### src/rtl/key_pkg.sv
// Shared definitions for the keyfilter family: click FSM state encoding and
// millisecond-to-cycle conversion.
package key_pkg;

    typedef enum logic [1:0] {
        S_IDLE = 2'd0,
        S_ONE  = 2'd1,
        S_TWO  = 2'd2
    } key_state_e;

    function automatic int unsigned ms_to_cycles(input int unsigned freq_hz,
                                                 input int unsigned ms);
        return (freq_hz / 1000) * ms;
    endfunction

endpackage

### src/rtl/key_click_decoder_if.sv
// Click-decoder bus: debounced key pulse in, classified clicks and adjust value out.
interface key_click_decoder_if #(
    parameter int unsigned VAL_W = 8
);
    logic             key_pulse;
    logic             single_click;
    logic             double_click;
    logic             triple_click;
    logic [VAL_W-1:0] value;
    logic             value_changed;

    modport master (
        output key_pulse,
        input  single_click, double_click, triple_click, value, value_changed
    );

    modport slave (
        input  key_pulse,
        output single_click, double_click, triple_click, value, value_changed
    );
endinterface

### src/rtl/click_window_timer.sv
// Inter-click window counter: cleared on demand, counts while enabled, and
// holds at WIN_CYC-1 with timeout asserted.
module click_window_timer #(
    parameter int unsigned WIN_CYC = 10
) (
    input  logic clk,
    input  logic rst,
    input  logic clear,
    input  logic enable,
    output logic timeout
);
    localparam int unsigned CNT_W = $clog2(WIN_CYC) + 1;

    logic [CNT_W-1:0] cnt_q, cnt_d;

    assign timeout = (cnt_q == CNT_W'(WIN_CYC - 1));

    always_comb begin
        cnt_d = cnt_q;
        if (clear) begin
            cnt_d = '0;
        end else if (enable && !timeout) begin
            cnt_d = cnt_q + CNT_W'(1);
        end
    end

    always_ff @(posedge clk) begin
        if (rst) begin
            cnt_q <= '0;
        end else begin
            cnt_q <= cnt_d;
        end
    end
endmodule

### src/rtl/key_click_decoder.sv
// Classifies bursts of key pulses as single/double/triple clicks and applies
// +STEP / -STEP / reload-to-VAL_INIT to a bounded adjust register.
module key_click_decoder
    import key_pkg::*;
#(
    parameter int unsigned CLK_FREQ_HZ = 65_000_000,
    parameter int unsigned WINDOW_MS   = 300,
    parameter int unsigned VAL_W       = 8,
    parameter int unsigned VAL_MIN     = 0,
    parameter int unsigned VAL_MAX     = 255,
    parameter int unsigned VAL_INIT    = 128,
    parameter int unsigned STEP        = 1,
    parameter int unsigned WRAP        = 0
) (
    input  logic                 clk,
    input  logic                 rst,
    key_click_decoder_if.slave   bus
);
    localparam int unsigned WIN_CYC = ms_to_cycles(CLK_FREQ_HZ, WINDOW_MS);
    localparam int unsigned EXT_W   = VAL_W + 1;

    key_state_e       state_q, state_d;
    logic             single_q, single_d;
    logic             double_q, double_d;
    logic             triple_q, triple_d;
    logic [VAL_W-1:0] value_q, value_d;
    logic             changed_q, changed_d;
    logic             timeout;

    click_window_timer #(
        .WIN_CYC (WIN_CYC)
    ) u_timer (
        .clk     (clk),
        .rst     (rst),
        .clear   (bus.key_pulse || (state_q == S_IDLE)),
        .enable  (state_q != S_IDLE),
        .timeout (timeout)
    );

    // A pulse always beats a simultaneous timeout: it is the next click of the burst.
    always_comb begin
        state_d  = state_q;
        single_d = 1'b0;
        double_d = 1'b0;
        triple_d = 1'b0;
        unique case (state_q)
            S_IDLE: if (bus.key_pulse) state_d = S_ONE;
            S_ONE: begin
                if (bus.key_pulse) begin
                    state_d = S_TWO;
                end else if (timeout) begin
                    state_d  = S_IDLE;
                    single_d = 1'b1;
                end
            end
            S_TWO: begin
                if (bus.key_pulse) begin
                    state_d  = S_IDLE;
                    triple_d = 1'b1;
                end else if (timeout) begin
                    state_d  = S_IDLE;
                    double_d = 1'b1;
                end
            end
            default: state_d = S_IDLE;
        endcase
    end

    // Extended-width arithmetic so neither sum nor difference can overflow.
    logic [EXT_W-1:0] val_ext, sum_ext, diff_ext;
    logic [VAL_W-1:0] inc_val, dec_val;

    always_comb begin
        val_ext  = {1'b0, value_q};
        sum_ext  = val_ext + EXT_W'(STEP);
        diff_ext = val_ext - EXT_W'(STEP);
        if (sum_ext > EXT_W'(VAL_MAX)) begin
            inc_val = (WRAP != 0) ? VAL_W'(VAL_MIN) : VAL_W'(VAL_MAX);
        end else begin
            inc_val = sum_ext[VAL_W-1:0];
        end
        if (val_ext < EXT_W'(VAL_MIN) + EXT_W'(STEP)) begin
            dec_val = (WRAP != 0) ? VAL_W'(VAL_MAX) : VAL_W'(VAL_MIN);
        end else begin
            dec_val = diff_ext[VAL_W-1:0];
        end
        value_d = value_q;
        if (single_d) begin
            value_d = inc_val;
        end else if (double_d) begin
            value_d = dec_val;
        end else if (triple_d) begin
            value_d = VAL_W'(VAL_INIT);
        end
        changed_d = (value_d != value_q);
    end

    always_ff @(posedge clk) begin
        if (rst) begin
            state_q   <= S_IDLE;
            single_q  <= 1'b0;
            double_q  <= 1'b0;
            triple_q  <= 1'b0;
            value_q   <= VAL_W'(VAL_INIT);
            changed_q <= 1'b0;
        end else begin
            state_q   <= state_d;
            single_q  <= single_d;
            double_q  <= double_d;
            triple_q  <= triple_d;
            value_q   <= value_d;
            changed_q <= changed_d;
        end
    end

    assign bus.single_click  = single_q;
    assign bus.double_click  = double_q;
    assign bus.triple_click  = triple_q;
    assign bus.value         = value_q;
    assign bus.value_changed = changed_q;
endmodule

### src/flat_wrapper.sv
// flat-port wrapper written by rule: the top's interface ports become plain ports
module key_click_decoder_flat import key_pkg::*;
#(
    parameter int unsigned CLK_FREQ_HZ = 65_000_000,
    parameter int unsigned WINDOW_MS   = 300,
    parameter int unsigned VAL_W       = 8,
    parameter int unsigned VAL_MIN     = 0,
    parameter int unsigned VAL_MAX     = 255,
    parameter int unsigned VAL_INIT    = 128,
    parameter int unsigned STEP        = 1,
    parameter int unsigned WRAP        = 0
)
  (clk, rst, bus_key_pulse, bus_single_click, bus_double_click, bus_triple_click, bus_value, bus_value_changed);
  key_click_decoder_if #(.VAL_W(VAL_W)) bus_i ();
  input  logic clk;
  input  logic rst;
  input wire logic [$bits(bus_i.key_pulse)-1:0] bus_key_pulse;
  output wire logic [$bits(bus_i.single_click)-1:0] bus_single_click;
  output wire logic [$bits(bus_i.double_click)-1:0] bus_double_click;
  output wire logic [$bits(bus_i.triple_click)-1:0] bus_triple_click;
  output wire logic [$bits(bus_i.value)-1:0] bus_value;
  output wire logic [$bits(bus_i.value_changed)-1:0] bus_value_changed;
  assign bus_i.key_pulse = bus_key_pulse;
  assign bus_single_click = bus_i.single_click;
  assign bus_double_click = bus_i.double_click;
  assign bus_triple_click = bus_i.triple_click;
  assign bus_value = bus_i.value;
  assign bus_value_changed = bus_i.value_changed;
  key_click_decoder #(.CLK_FREQ_HZ(CLK_FREQ_HZ), .WINDOW_MS(WINDOW_MS), .VAL_W(VAL_W), .VAL_MIN(VAL_MIN), .VAL_MAX(VAL_MAX), .VAL_INIT(VAL_INIT), .STEP(STEP), .WRAP(WRAP)) u_core (.clk(clk), .rst(rst), .bus(bus_i));
endmodule
### config.mk
export PLATFORM = sky130hd
export DESIGN_NAME = key_click_decoder_flat
export DESIGN_NICKNAME = d
export VERILOG_FILES = /design/src/rtl/key_pkg.sv /design/src/rtl/key_click_decoder_if.sv /design/src/rtl/click_window_timer.sv /design/src/rtl/key_click_decoder.sv /design/src/flat_wrapper.sv
export SDC_FILE = /design/constraint.sdc
export NUM_CORES = 1
export LEC_CHECK = 0
export CORE_ASPECT_RATIO = 1.5
export CORE_MARGIN = 3
export CORE_UTILIZATION = 40
export CTS_BUF_LIST = sky130_fd_sc_hd__clkbuf_16
export CTS_CLUSTER_SIZE = 20
export DETAILED_ROUTE_END_ITERATION = 16
export DONT_BUFFER_PORTS = 1
export HOLD_SLACK_MARGIN = 0.03
export PLACE_DENSITY = 0.57
export SKIP_LAST_GASP = 1
export SYNTH_ARGS = -nofsm -noshare
export SYNTH_HDL_FRONTEND = slang
export SYNTH_SLANG_ARGS = --single-unit
### constraint.sdc
create_clock -name clk -period 6.8 [get_ports clk]
set_input_delay 1.36 -clock clk [delete_from_list [all_inputs] [get_ports clk]]
set_output_delay 1.36 -clock clk [all_outputs]
set_load 0.1 [all_outputs]
==> run summary <==
Area Overhead vs Synth: 7.99%
DR iter-0 viols: 204
antenna viol nets, final: 0
die area: 0.00714 mm2
Root Driver: clkbuf_16
endpoints failing hold: 0
vias in the first global route: 2416
P per Cell Area: 177 mW/mm2
worst hold endpoint: u_core.u_timer.cnt_q[25]
DPL Wire Length: 4840 um
Reg2Reg Launch Point: u_core.u_timer.cnt_q[0]
worst min-delay path class: reg -> reg
clk sinks: 40
syn nets: 325
Gate power share: 2.8%
worst rel slew slack: 17.6%
gr usage total: 19.7%
LEAKAGE: 0.839 nW
top_reg_cell synth: dfxtp_1
P_sw: 0.0983 mW
multi-input logic area: 0.00155 mm2
Syn Inst Count: 319
Net Sw Frac: 20.9%
CTS resizes: 0
pins over their slew limit: 0
Via Count: 2340
Worst setup EP type: flop
hold_buf cts: 0
Ys Warns: 0
vias per std cell: 6.05
unrepaired setup endpoints after global routing: no
EDFF count, synth: 0
Max-cap violations: 0
pin count of the biggest net entering global routing: 27
R2R setup slack: 3.92 ns
Crit. Startpoint: bus_key_pulse
R2R Path End: u_core.u_timer.cnt_q[25]
n_diodes: 0
Congestion Overflow GR: 0
clock latency on the worst-skew pair: 0.28 ns
syn avg cell area: 7.71 um2
Pint: 0.372 mW
Seq/Total Area, Yosys: 32.6%
first-pass iteration count of the detailed router: 5
row count: 34
Inst Count DP: 379
share of cells above drive strength 1: 6.98%
Setup CP Type: in -> reg
Hold Crit Depth: 2
count of cell types in the netlist: 59
Reg power frac: 50.5%
status: finished, final reports clean
Util after Layout: 45.2%
Port Buffer Count: 0
starting density of the core: 41.9%
FFs w/ async S/R, synth: 0%
RD Place Congestion: 0.949
CP Data Required Time: 6.95 ns
fin nets: 320
total CTS buffers: 5
clk buf depth: 2
finished layout cell area: 0.00266 mm2
max incr delay on CP: 0.49 ns
WL/cell: 16.9 um
CTS tree: yes
clock-pin slew on the worst setup and hold paths: 0.06 ns
worst reg-to-reg path cell count: 7
chip height: 102 um
Worst setup SP type: primary input
hold path startpoint: u_core.u_timer.cnt_q[25]
final WL: 6540 um
Residual DRC: 0
# H-tree levels: 2
Core Footprint: 0.00587 mm2
clock share of power: 46.7%
Worst Path Arrival: 3.13 ns
Seq. cell area: 801 um2
cells along the critical path: or3b_2 > a211o_1 > a211oi_1 > mux2_2 > o22ai_1 > a41oi_1
CP Max Fanout: 17
Period Utilization, post-route: 43.8%
final setup fails: 0
Layout Skew: 0.00906 ns
first-pass GRT wire length: 11300 um
io pins: 15
fillers: 623
register bit total from synthesis: 40
slowest CP cell: or3b_2
initial antenna violation count: 0
Peak supply drop: 0.164 mV
worst-margin pin slew: 1.20 ns
total negative setup slack: 0 ns
non-filler cells, final: 387
post-CTS setup buffers: 0
Post-Syn Area: 0.00246 mm2
Die X: 70.0 um
Tmin final: 2.98 ns
Max Freq: 336 MHz
DP Area: 0.00252 mm2
-- synthesized netlist by cell type (4+ instances only) --
master / n / share of area (%)
nor4_1: 12 / 3.1
xor2_1: 7 / 2.5
or3_1: 9 / 2.3
o21ai_0: 14 / 2.8
nor2_1: 36 / 5.5
nor3_1: 18 / 3.7
a21oi_1: 17 / 3.5
clkbuf_1: 14 / 2.1
dfxtp_1: 40 / 33
inv_1: 8 / 1.2
and3_1: 7 / 1.8
or4_1: 5 / 1.5
nand4_1: 10 / 2.5
nand3_1: 11 / 2.2
nand2_1: 26 / 4.0
and2_1: 4 / 1.0
xnor2_1: 16 / 5.7
-- final cells by class --
cell class	count	share of cell area, %
Clock buffer	5	4.71
Clock inverter	3	0.424
Inverter	8	1.13
Multi-Input combinational cell	252	58.2
Sequential cell	40	30.2
Tap cell	72	3.39
Timing Repair Buffer	7	1.98
-- worst max-delay path, delay by kind of cell --
kind / cells / cell delay [ns]
simple gates: 1 / 0.49
mux: 1 / 0.37
compound gates: 4 / 0.90
-- state kept, by name (all words and copies together) (netlist names) --
register / cells
u_core.u_timer.cnt_q: 26
u_core.bus.value: 8
u_core.state_q: 2
u_core.bus.double_click: 1
u_core.bus.single_click: 1
u_core.bus.triple_click: 1
u_core.bus.value_changed: 1
-- layout by cell type (no fill, tap or decap), types with 2 or more instances in the layout --
master and instances:
dfxtp_1 40, nand4_1 10, nor2_1 36, clkbuf_16 5
nand2_1 26, nor2b_1 3, nand3_1 11, or3b_2 2
or3_1 9, a2111oi_0 2, a211oi_1 3, nand2b_1 2
xnor2_1 16, o21ai_0 14, ha_1 3, xor2_1 7
nor3b_1 2, and3_1 7, nand4b_1 3, and4_1 2
a22oi_1 3, nor4_1 12, o211ai_1 2, or4_1 5
and2_1 4, a31oi_1 3, inv_1 10, or2_2 2
a21oi_1 17, buf_4 7, nor3_1 18, nor4b_1 3
-- how the worst max path moves through the flow --
stage,endpoint,slack [ns],depth (start not counted)
5_1_grt,u_core.bus.value_changed,3.73,6
3_3_place_gp,u_core.bus.value_changed,3.61,6
2_1_floorplan,u_core.bus.value_changed,3.70,6
6_report,u_core.bus.value_changed,3.82,6
4_1_cts,u_core.bus.value_changed,3.84,6
3_5_place_dp,u_core.bus.value_changed,3.55,6
-- metal layers --
layer | wire length, um | vias up | GRT usage [%] | part of all wire (%)
met5 | 0 | - | 0 | 0
met4 | 283 | 0 | 13.1 | 4.3
met3 | 239 | 17 | 3.25 | 3.7
met2 | 3450 | 62 | 35.3 | 53
met1 | 2560 | 1101 | 21.1 | 39
li1 | - | 1160 | - | -
-- power groups by stage --
stage / clock (mW) / sequential (mW) / combinational (mW)
final: 0.219 / 0.238 / 0.0130
after global routing: 0.235 / 0.238 / 0.0144
after CTS: 0.225 / 0.237 / 0.0129
after detailed placement: 0 / 0.243 / 0.0129
after global placement: 0 / 0.243 / 0.0130
after floorplan: 0 / 0.242 / 0.0121
-- cells by family after synthesis --
logic type                 Yosys count  share of synthesized area (%)
AOI/OAI and AO/OA                   61                           16.2
xor gates and xnor gates            23                           8.19
adders and majority gates            3                           1.53
buffers and inverters               27                           4.58
DFF                                 40                           32.6
muxes                                2                          0.865
and+or+nand+nor                    163                           36.0
-- stage by stage --
stage | total power [mW] | setup WS [ns] | hold slack [ns]
floorplan | 0.254 | 3.70 | 0.459
global placement | 0.256 | 3.61 | 0.473
detailed placement | 0.256 | 3.55 | 0.483
CTS | 0.475 | 3.84 | 0.495
global route | 0.487 | 3.73 | 0.530
finish | 0.470 | 3.82 | 0.490
Power figures use the tool's default switching activity.
